**src/rtl/fpu_register_file.sv**
```systemverilog
// fpu_register_file
//   Floating-point architectural register file with its control state:
//   32 x 32-bit registers, the sticky exception flags (fflags), the dynamic
//   rounding mode (frm), and a per-register busy scoreboard.
//
// Ports
//   clk, rst                 : clock and asynchronous active-high reset
//   f_rs1/f_rs2 -> *_data    : combinational reads with write-through bypass
//   f_rd, f_wen, f_w_data    : register write (data already muxed upstream)
//   flags, f_ready           : FPU exception flags {NV,DZ,OF,UF,NX} and valid
//   inst_rm -> frm           : resolved rounding mode, rm_illegal if reserved
//   csr_sel/wen/wdata/rdata  : fflags(01) / frm(10) / fcsr(11) CSR access
//   issue_en, issue_rd       : marks the destination of an issued op busy
//   rs1_busy, rs2_busy       : source register still has a pending write

// One architectural register; instantiated once per register index.
module fpu_reg_entry #(
  parameter int W = 32
) (
  input  logic         clk,
  input  logic         rst,
  input  logic         we,
  input  logic [W-1:0] d,
  output logic [W-1:0] q
);
  always_ff @(posedge clk or posedge rst) begin
    if (rst)     q <= '0;
    else if (we) q <= d;
  end
endmodule

module fpu_register_file #(
  parameter int NUM_REGS = 32,
  parameter int XLEN     = 32
) (
  input  logic        clk,
  input  logic        rst,
  input  logic [4:0]  f_rs1,
  input  logic [4:0]  f_rs2,
  output logic [31:0] f_rs1_data,
  output logic [31:0] f_rs2_data,
  input  logic [4:0]  f_rd,
  input  logic        f_wen,
  input  logic [31:0] f_w_data,
  input  logic [4:0]  flags,
  input  logic        f_ready,
  input  logic [2:0]  inst_rm,
  output logic [2:0]  frm,
  output logic        rm_illegal,
  input  logic [1:0]  csr_sel,
  input  logic        csr_wen,
  input  logic [7:0]  csr_wdata,
  output logic [7:0]  csr_rdata,
  input  logic        issue_en,
  input  logic [4:0]  issue_rd,
  output logic        rs1_busy,
  output logic        rs2_busy
);

  localparam logic [1:0] CSR_NONE   = 2'b00;
  localparam logic [1:0] CSR_FFLAGS = 2'b01;
  localparam logic [1:0] CSR_FRM    = 2'b10;
  localparam logic [1:0] CSR_FCSR   = 2'b11;

  logic [NUM_REGS-1:0][XLEN-1:0] regs;
  logic [NUM_REGS-1:0]           wsel;
  logic [NUM_REGS-1:0]           busy;
  logic [NUM_REGS-1:0]           busy_nxt;
  logic [4:0]                    fflags;
  logic [4:0]                    fflags_base;
  logic [2:0]                    frm_reg;
  logic                          csr_we;
  logic                          byp1, byp2;

  // Register array: one decoded write strobe per entry.
  genvar gi;
  generate
    for (gi = 0; gi < NUM_REGS; gi++) begin : g_reg
      assign wsel[gi] = f_wen && (f_rd == 5'(gi));
      fpu_reg_entry #(.W(XLEN)) u_ent (
        .clk (clk),
        .rst (rst),
        .we  (wsel[gi]),
        .d   (f_w_data),
        .q   (regs[gi])
      );
    end
  endgenerate

  // Write-through bypass. Suppressed during reset so the outputs show the
  // cleared state rather than an in-flight write that will be discarded.
  assign byp1 = !rst && f_wen && (f_rd == f_rs1);
  assign byp2 = !rst && f_wen && (f_rd == f_rs2);

  assign f_rs1_data = byp1 ? f_w_data : regs[f_rs1];
  assign f_rs2_data = byp2 ? f_w_data : regs[f_rs2];

  // A value being written this cycle is forwarded, so it is not busy.
  assign rs1_busy = busy[f_rs1] & ~byp1;
  assign rs2_busy = busy[f_rs2] & ~byp2;

  // CSR write / sticky flag accumulation. A CSR write replaces the flag
  // base, but flags raised by the FPU in the same cycle are still ORed in
  // so no exception is lost to the collision.
  assign csr_we = csr_wen && (csr_sel != CSR_NONE);

  always_comb begin
    fflags_base = fflags;
    if (csr_we && (csr_sel == CSR_FFLAGS || csr_sel == CSR_FCSR))
      fflags_base = csr_wdata[4:0];
  end

  always_ff @(posedge clk or posedge rst) begin
    if (rst) begin
      fflags  <= '0;
      frm_reg <= '0;
    end else begin
      fflags <= fflags_base | (f_ready ? flags : 5'b0);
      if (csr_we && csr_sel == CSR_FRM)  frm_reg <= csr_wdata[2:0];
      if (csr_we && csr_sel == CSR_FCSR) frm_reg <= csr_wdata[7:5];
    end
  end

  always_comb begin
    csr_rdata = 8'h00;
    case (csr_sel)
      CSR_FFLAGS: csr_rdata = {3'b000, fflags};
      CSR_FRM:    csr_rdata = {5'b00000, frm_reg};
      CSR_FCSR:   csr_rdata = {frm_reg, fflags};
      default:    csr_rdata = 8'h00;
    endcase
  end

  // Rounding mode: 111 in the instruction means "use the dynamic mode".
  assign frm        = (inst_rm == 3'b111) ? frm_reg : inst_rm;
  assign rm_illegal = (frm == 3'b101) || (frm == 3'b110) || (frm == 3'b111);

  // Busy scoreboard: clear on writeback, then set on issue so that a new
  // issue to the same register in the same cycle keeps it busy.
  always_comb begin
    busy_nxt = busy;
    if (f_wen)    busy_nxt[f_rd]     = 1'b0;
    if (issue_en) busy_nxt[issue_rd] = 1'b1;
  end

  always_ff @(posedge clk or posedge rst) begin
    if (rst) busy <= '0;
    else     busy <= busy_nxt;
  end

endmodule
```
**config.mk**
```make
export PLATFORM = sky130hd
export DESIGN_NAME = fpu_register_file
export DESIGN_NICKNAME = d
export VERILOG_FILES = /design/src/rtl/fpu_register_file.sv
export SDC_FILE = /design/constraint.sdc
export NUM_CORES = 2
export LEC_CHECK = 0
export ABC_AREA = 0
export BUFFER_PORTS_ARGS = -buffer_cell sky130_fd_sc_hd__clkbuf_2
export CORE_ASPECT_RATIO = 0.5
export CORE_MARGIN = 1
export CORE_UTILIZATION = 60
export DETAILED_ROUTE_END_ITERATION = 6
export PLACE_DENSITY_LB_ADDON = 0.05
export SETUP_SLACK_MARGIN = 0.15
export SLEW_MARGIN = 40
export SYNTH_ARGS = -nofsm -noshare
export SYNTH_HDL_FRONTEND = slang
export SYNTH_HIERARCHICAL = 1
export SYNTH_SLANG_ARGS = --single-unit
```
**constraint.sdc**
```tcl
create_clock -name clk -period 14.9 [get_ports clk]
set_clock_uncertainty 0.05 [all_clocks]
set_input_delay 4.47 -clock clk [delete_from_list [all_inputs] [get_ports clk]]
set_output_delay 4.47 -clock clk [all_outputs]
set_load 0.1 [all_outputs]
```
== Yosys cells after proc, flatten, opt, wreduce, memory -nomap -nowiden ==
Cells that the tools add are included.

* Magnitude comparators: 6
* Equal/unequal tests: 40
* Muxes and demuxes: 22
* Bitwise logic cells: 8
* Reductions and logical operators: 48

{| class="wikitable"
|+ Operators with widths
! cell !! count
|-
| 32-bit binary-select mux with 5-bit select || 2
|-
| 32-bit 2-to-1 mux || 6
|-
| 5-bit equality test (second input constant) || 16
|-
| 1-bit logical AND || 41
|-
| 5-bit by 4-bit equality test with 1-bit output (second input constant) || 8
|-
| 32-bit AND || 1
|-
| 32-bit inverter || 1
|-
| 32-bit OR || 1
|-
| 5-bit by 6-bit less-than comparator with 1-bit output (second input constant) || 4
|-
| 8-bit one-hot mux with 3 select lines || 1
|-
| 5-bit by 3-bit equality test with 1-bit output (second input constant) || 4
|-
| 3-bit equality test (second input constant) || 4
|-
| 1-bit binary-select mux with 5-bit select || 2
|-
| 1-bit demux with 5-bit select || 2
|-
| 5-bit by 2-bit equality test with 1-bit output (second input constant) || 2
|-
| 5-bit equality test || 2
|-
| 5-bit by 1-bit >= comparator with 1-bit output (second input constant) || 2
|-
| 5-bit 2-to-1 mux || 2
|-
| 3-bit 2-to-1 mux || 3
|-
| 5-bit by 1-bit equality test with 1-bit output (second input constant) || 1
|-
| 5-bit logical NOT || 1
|-
| 5-bit OR || 1
|-
| 2-bit equality test (second input constant) || 2
|-
| 1-bit 2-to-1 mux || 4
|-
| 6 further kinds || 11
|}

* Register bits: 1064
* Bits of input ports: 76
* Output and inout port bits: 78
* Word-level logic and storage cells: 159

== Logic depth before layout (Yosys ltp) ==
* Word-level depth: 9
* Mapped depth: 10

== Cells and area by module ==
The synthesis kept the hierarchy.

{| class="wikitable"
|+ Modules (own cells, without submodules)
! module !! instances !! cells each !! area an instance (sq um) !! sequential area each (sq um)
|-
| fpu_reg_entry || 32 || 69 || 1348.8 || 800.8
|-
| fpu_register_file || 1 || 1877 || 19637.6 || 1001.0
|}

== Worst setup path after synthesis ==
Ideal clock, no wire load.

* Kind: input to output
* Start: input rst
* End: output f_rs1_data[3]
* Data arrival time: 8.826 ns
* Data required time: 10.380 ns
* Path slack: 1.554 ns
* Stages: 6
* Path buffers: 2
* Cells stage by stage: inv_1 > nand2_1 > nor3_1 > buf_2 > buf_2 > o41ai_1

* Longest elaborated chain between the ends: 4

{| class="wikitable"
|+ RTL lines
! what !! line !! RTL
|-
| start: declaration || 37 || <nowiki>input logic rst,</nowiki>
|-
| 1-bit logical NOT (no line) || n/a ||
|-
| 1-bit logical AND (2 in series) || 92 || <nowiki>assign byp1 = !rst && f_wen && (f_rd == f_rs1);</nowiki>
|-
| 32-bit 2-to-1 mux || 95 || <nowiki>assign f_rs1_data = byp1 ? f_w_data : regs[f_rs1];</nowiki>
|-
| end: declaration || 40 || <nowiki>output logic [31:0] f_rs1_data,</nowiki>
|}

No other way between the ends.

== Worst setup path after layout ==
* Start: input f_rs2[2]
* End: output f_rs2_data[11]

* Longest elaborated chain between the ends: 3
* Elaborated cells on any way between the ends: 5
* Those cells by class: 1 x eq/ne; 3 x mux; 1 x reduce/logical

{| class="wikitable"
|+ RTL lines
! what !! line !! RTL
|-
| start: declaration || 39 || <nowiki>input logic [4:0] f_rs2,</nowiki>
|-
| 32-bit binary-select mux with 5-bit select or 5-bit equality test (tied branches) || 96, 93 ||
|-
| 32-bit 2-to-1 mux (implied by the code) or 1-bit logical AND (tied branches) || 96, 93 ||
|-
| 32-bit 2-to-1 mux * || 96 || <nowiki>assign f_rs2_data = byp2 ? f_w_data : regs[f_rs2];</nowiki>
|-
| end: declaration || 41 || <nowiki>output logic [31:0] f_rs2_data,</nowiki>
|}

Every way passes the cells marked *; elsewhere a longest branch is shown, timed or not. The select of a mux whose other input is x is not followed.

==> reports/metrics.csv <==
metric,value,unit
drcViolationCount,0,
ir_worst_vdd,0.0938,mV
numCtsBuffers,98,
grt_pass1_vias,40496,
io_buffer_count,153,
regArea,26600,sq um
firstDrtPassIters,5,
rsz0062_at_grt,false,
status,completed,
slew_headroom,0.306,
multiInputGateArea,32800,sq um
clockBufferDepth,3,
dp.cells,5419,
p_leak,0.0294,uW
cts_root_buf,clkbuf_16,
reg.largest.list,"g.u_ent/q: 1024 flops, busy: 32 flops, fflags: 5 flops",
place_congestion,0.944,
vias,39952,
yosysTopAreaCell,dfrtp_1,
antenna_found_initial,6,
power.density,134,nW/um^2
dieHeight,231,um
die_width,460,um
io-pin-count,154,
area_delta_synth_final,6.41,%
yosysMostFrequentCell,dfrtp_1,
avgSynthCellArea,15.4,sq um
p_comb_frac,0.260,
path_clk_slew,0.07,ns
largest_reg_flops,1024,
switching_share,0.306,
path_max_fanout,54,
cts_setup_buffers,0,
crit_top_cell,buf_4,
synthFlopType,dfrtp_1,
ys_types,61,
grt_overflow,0,
nNetsFinal,4194,
min_period,12.81,ns
syn_nets,4161,
drv_cap,0,
clock_latency,0.71,ns
min-delay-path-class,reg -> reg,
ys_top_cells_by_area,"dfrtp_1 (42%), mux2_4 (23%), mux4_2 (12%), mux2i_1 (5.1%), buf_12 (3.3%)",
wl_per_cell,36.3,um
cpMaxStageDelayCell,o41ai_1,
synth-seq-cells,1064,
cts_tree,done,
start_util,0.609,
seqPwrFrac,0.438,
max_clock_freq,78.1,MHz
intPower,6220,uW
ant_nets,0,
pwr-share-clk,0.302,
crit_path_end_kind,output port,
nFillCells,7371,
synthArstFlopShare,1.00,
fin_cells,5604,
path_cells,"buf_8, buf_16, buf_4, buf_4, mux2i_1, a22oi_1, nand2_1, o41ai_1, clkbuf_2",
synthTopCellsByCount,"dfrtp_1 (1064), mux2_4 (960), mux4_2 (339), mux2i_1 (322), nand2_1 (112)",
dieArea,106000,sq um
netlist_area,62800,sq um
drive_gt1_frac,0.469,
yosysTopAreaCellShare,0.424,
grt_max_degree,127,
hpwl,125,mm
grt_pass1_wl,295,mm
ctsHoldBuffers,0,
cp.required,10.38,ns
finalHoldViolCount,0,
core-area,103000,sq um
grt_usage,0.386,
criticalPathCategory,in -> out,
worstMarginPinSlew,1.03,ns
post-route-period-util,0.860,
via_per_inst,7.13,
setup_violations,0,
whs,0.458,ns
fin_total_pwr,8970,uW
ys_warn_count,6,
tns,0,ns
rows,83,
synth_enable_flop_cells,0,
place_area,63400,sq um
yosysSeqAreaShare,0.424,
stdcell_area,66800,sq um
htreeDepth,3,
cts_resized,0,
synth_cells,4085,
cp.arrival,8.29,ns
crit_path_max_incr_delay,0.69,ns
switching_power,2740,uW
wirelength,203,mm
top_register,g.u_ent/q,
report.final.slew_viol_count,0,
clock_sinks,1064,
startpoint_type,input port,
drtIter0Drc,5100,
## layout by cell type, fill, tap and decap left out, types with 29 or more instances in the layout
cell / n
mux2i_1: 322
o211ai_1: 29
a22o_1: 63
nand2_1: 111
mux2_4: 960
nor2_4: 33
clkbuf_16: 99
nor2_1: 39
a21oi_1: 65
clkbuf_2: 140
o22ai_1: 34
mux2_2: 75
o221ai_1: 62
dfrtp_1: 1064
a211oi_1: 74
o21ai_0: 64
mux4_2: 339
buf_4: 148
nor2b_1: 61
o41ai_1: 36
a22oi_1: 66
o41ai_2: 29
## critical path: cells and delay by family
family | cells | cell delay [ns]
AOI/OAI and AO/OA | 2 | 0.92
buffers and inverters | 5 | 2.41
muxes | 1 | 0.13
and+or+nand+nor | 1 | 0.18
## cell type report
class	count	share of cell area
antenna	6	0.000225
clock buffer	143	0.0437
clock inverter	35	0.00659
inverter	39	0.00253
multi-input combinational	2603	0.490
sequential	1064	0.398
tap	1402	0.0263
timing repair buffer	312	0.0318
## worst paths after layout
kind                                  startpoint  slack, ns                    end  depth (start not counted)
max in group asynchronous                    rst       9.63   g_reg[8].u_ent/q[30]                          4
min in group asynchronous                    rst       4.04  g_reg[20].u_ent/q[16]                          3
min reg2reg                            fflags[4]       0.46              fflags[4]                          1
max                                     f_rs2[2]       2.09         f_rs2_data[11]                          9
min                                    fflags[4]       0.46              fflags[4]                          1
max reg2reg                g_reg[17].u_ent/q[27]      14.02  g_reg[17].u_ent/q[27]                          1
## metal layers
| metal | up-vias | track usage | part of all wire |
|---|---|---|---|
| met5 | - | 0 | 0.000059 |
| met1 | 21492 | 0.569 | 0.43 |
| met4 | 2 | 0.120 | 0.030 |
| met3 | 379 | 0.147 | 0.13 |
| met2 | 2292 | 0.522 | 0.41 |
| li1 | 15787 | - | - |
## stage by stage
stage / utilization / setup slack, ns
global placement: 0.612 / 2.19
CTS: 0.647 / 2.26
finish: 0.648 / 2.09
global route: 0.648 / 2.07
detailed placement: 0.615 / 2.27
floorplan: - / 1.55
## cell families (layout without fill, tap and decap cells)
family	after synthesis	count (layout)	synth area share
buffers and inverters	418	529	0.0630
other	0	6	0
DFF	1064	1064	0.424
and+or+nand+nor	312	312	0.0243
AOI/OAI and AO/OA	584	584	0.0711
xor gates and xnor gates	10	10	0.00139
muxes	1697	1697	0.416
## power by group through the flow
stage                     sequential (uW)  clock, uW  combinational [uW]
after floorplan                      3790          0                1820
after global placement               3910          0                2240
after CTS                            3910       2730                2300
after global routing                 3990       2840                2430
final                                3930       2710                2330
after detailed placement             3940          0                2290
(Power assumes the default switching activity.)
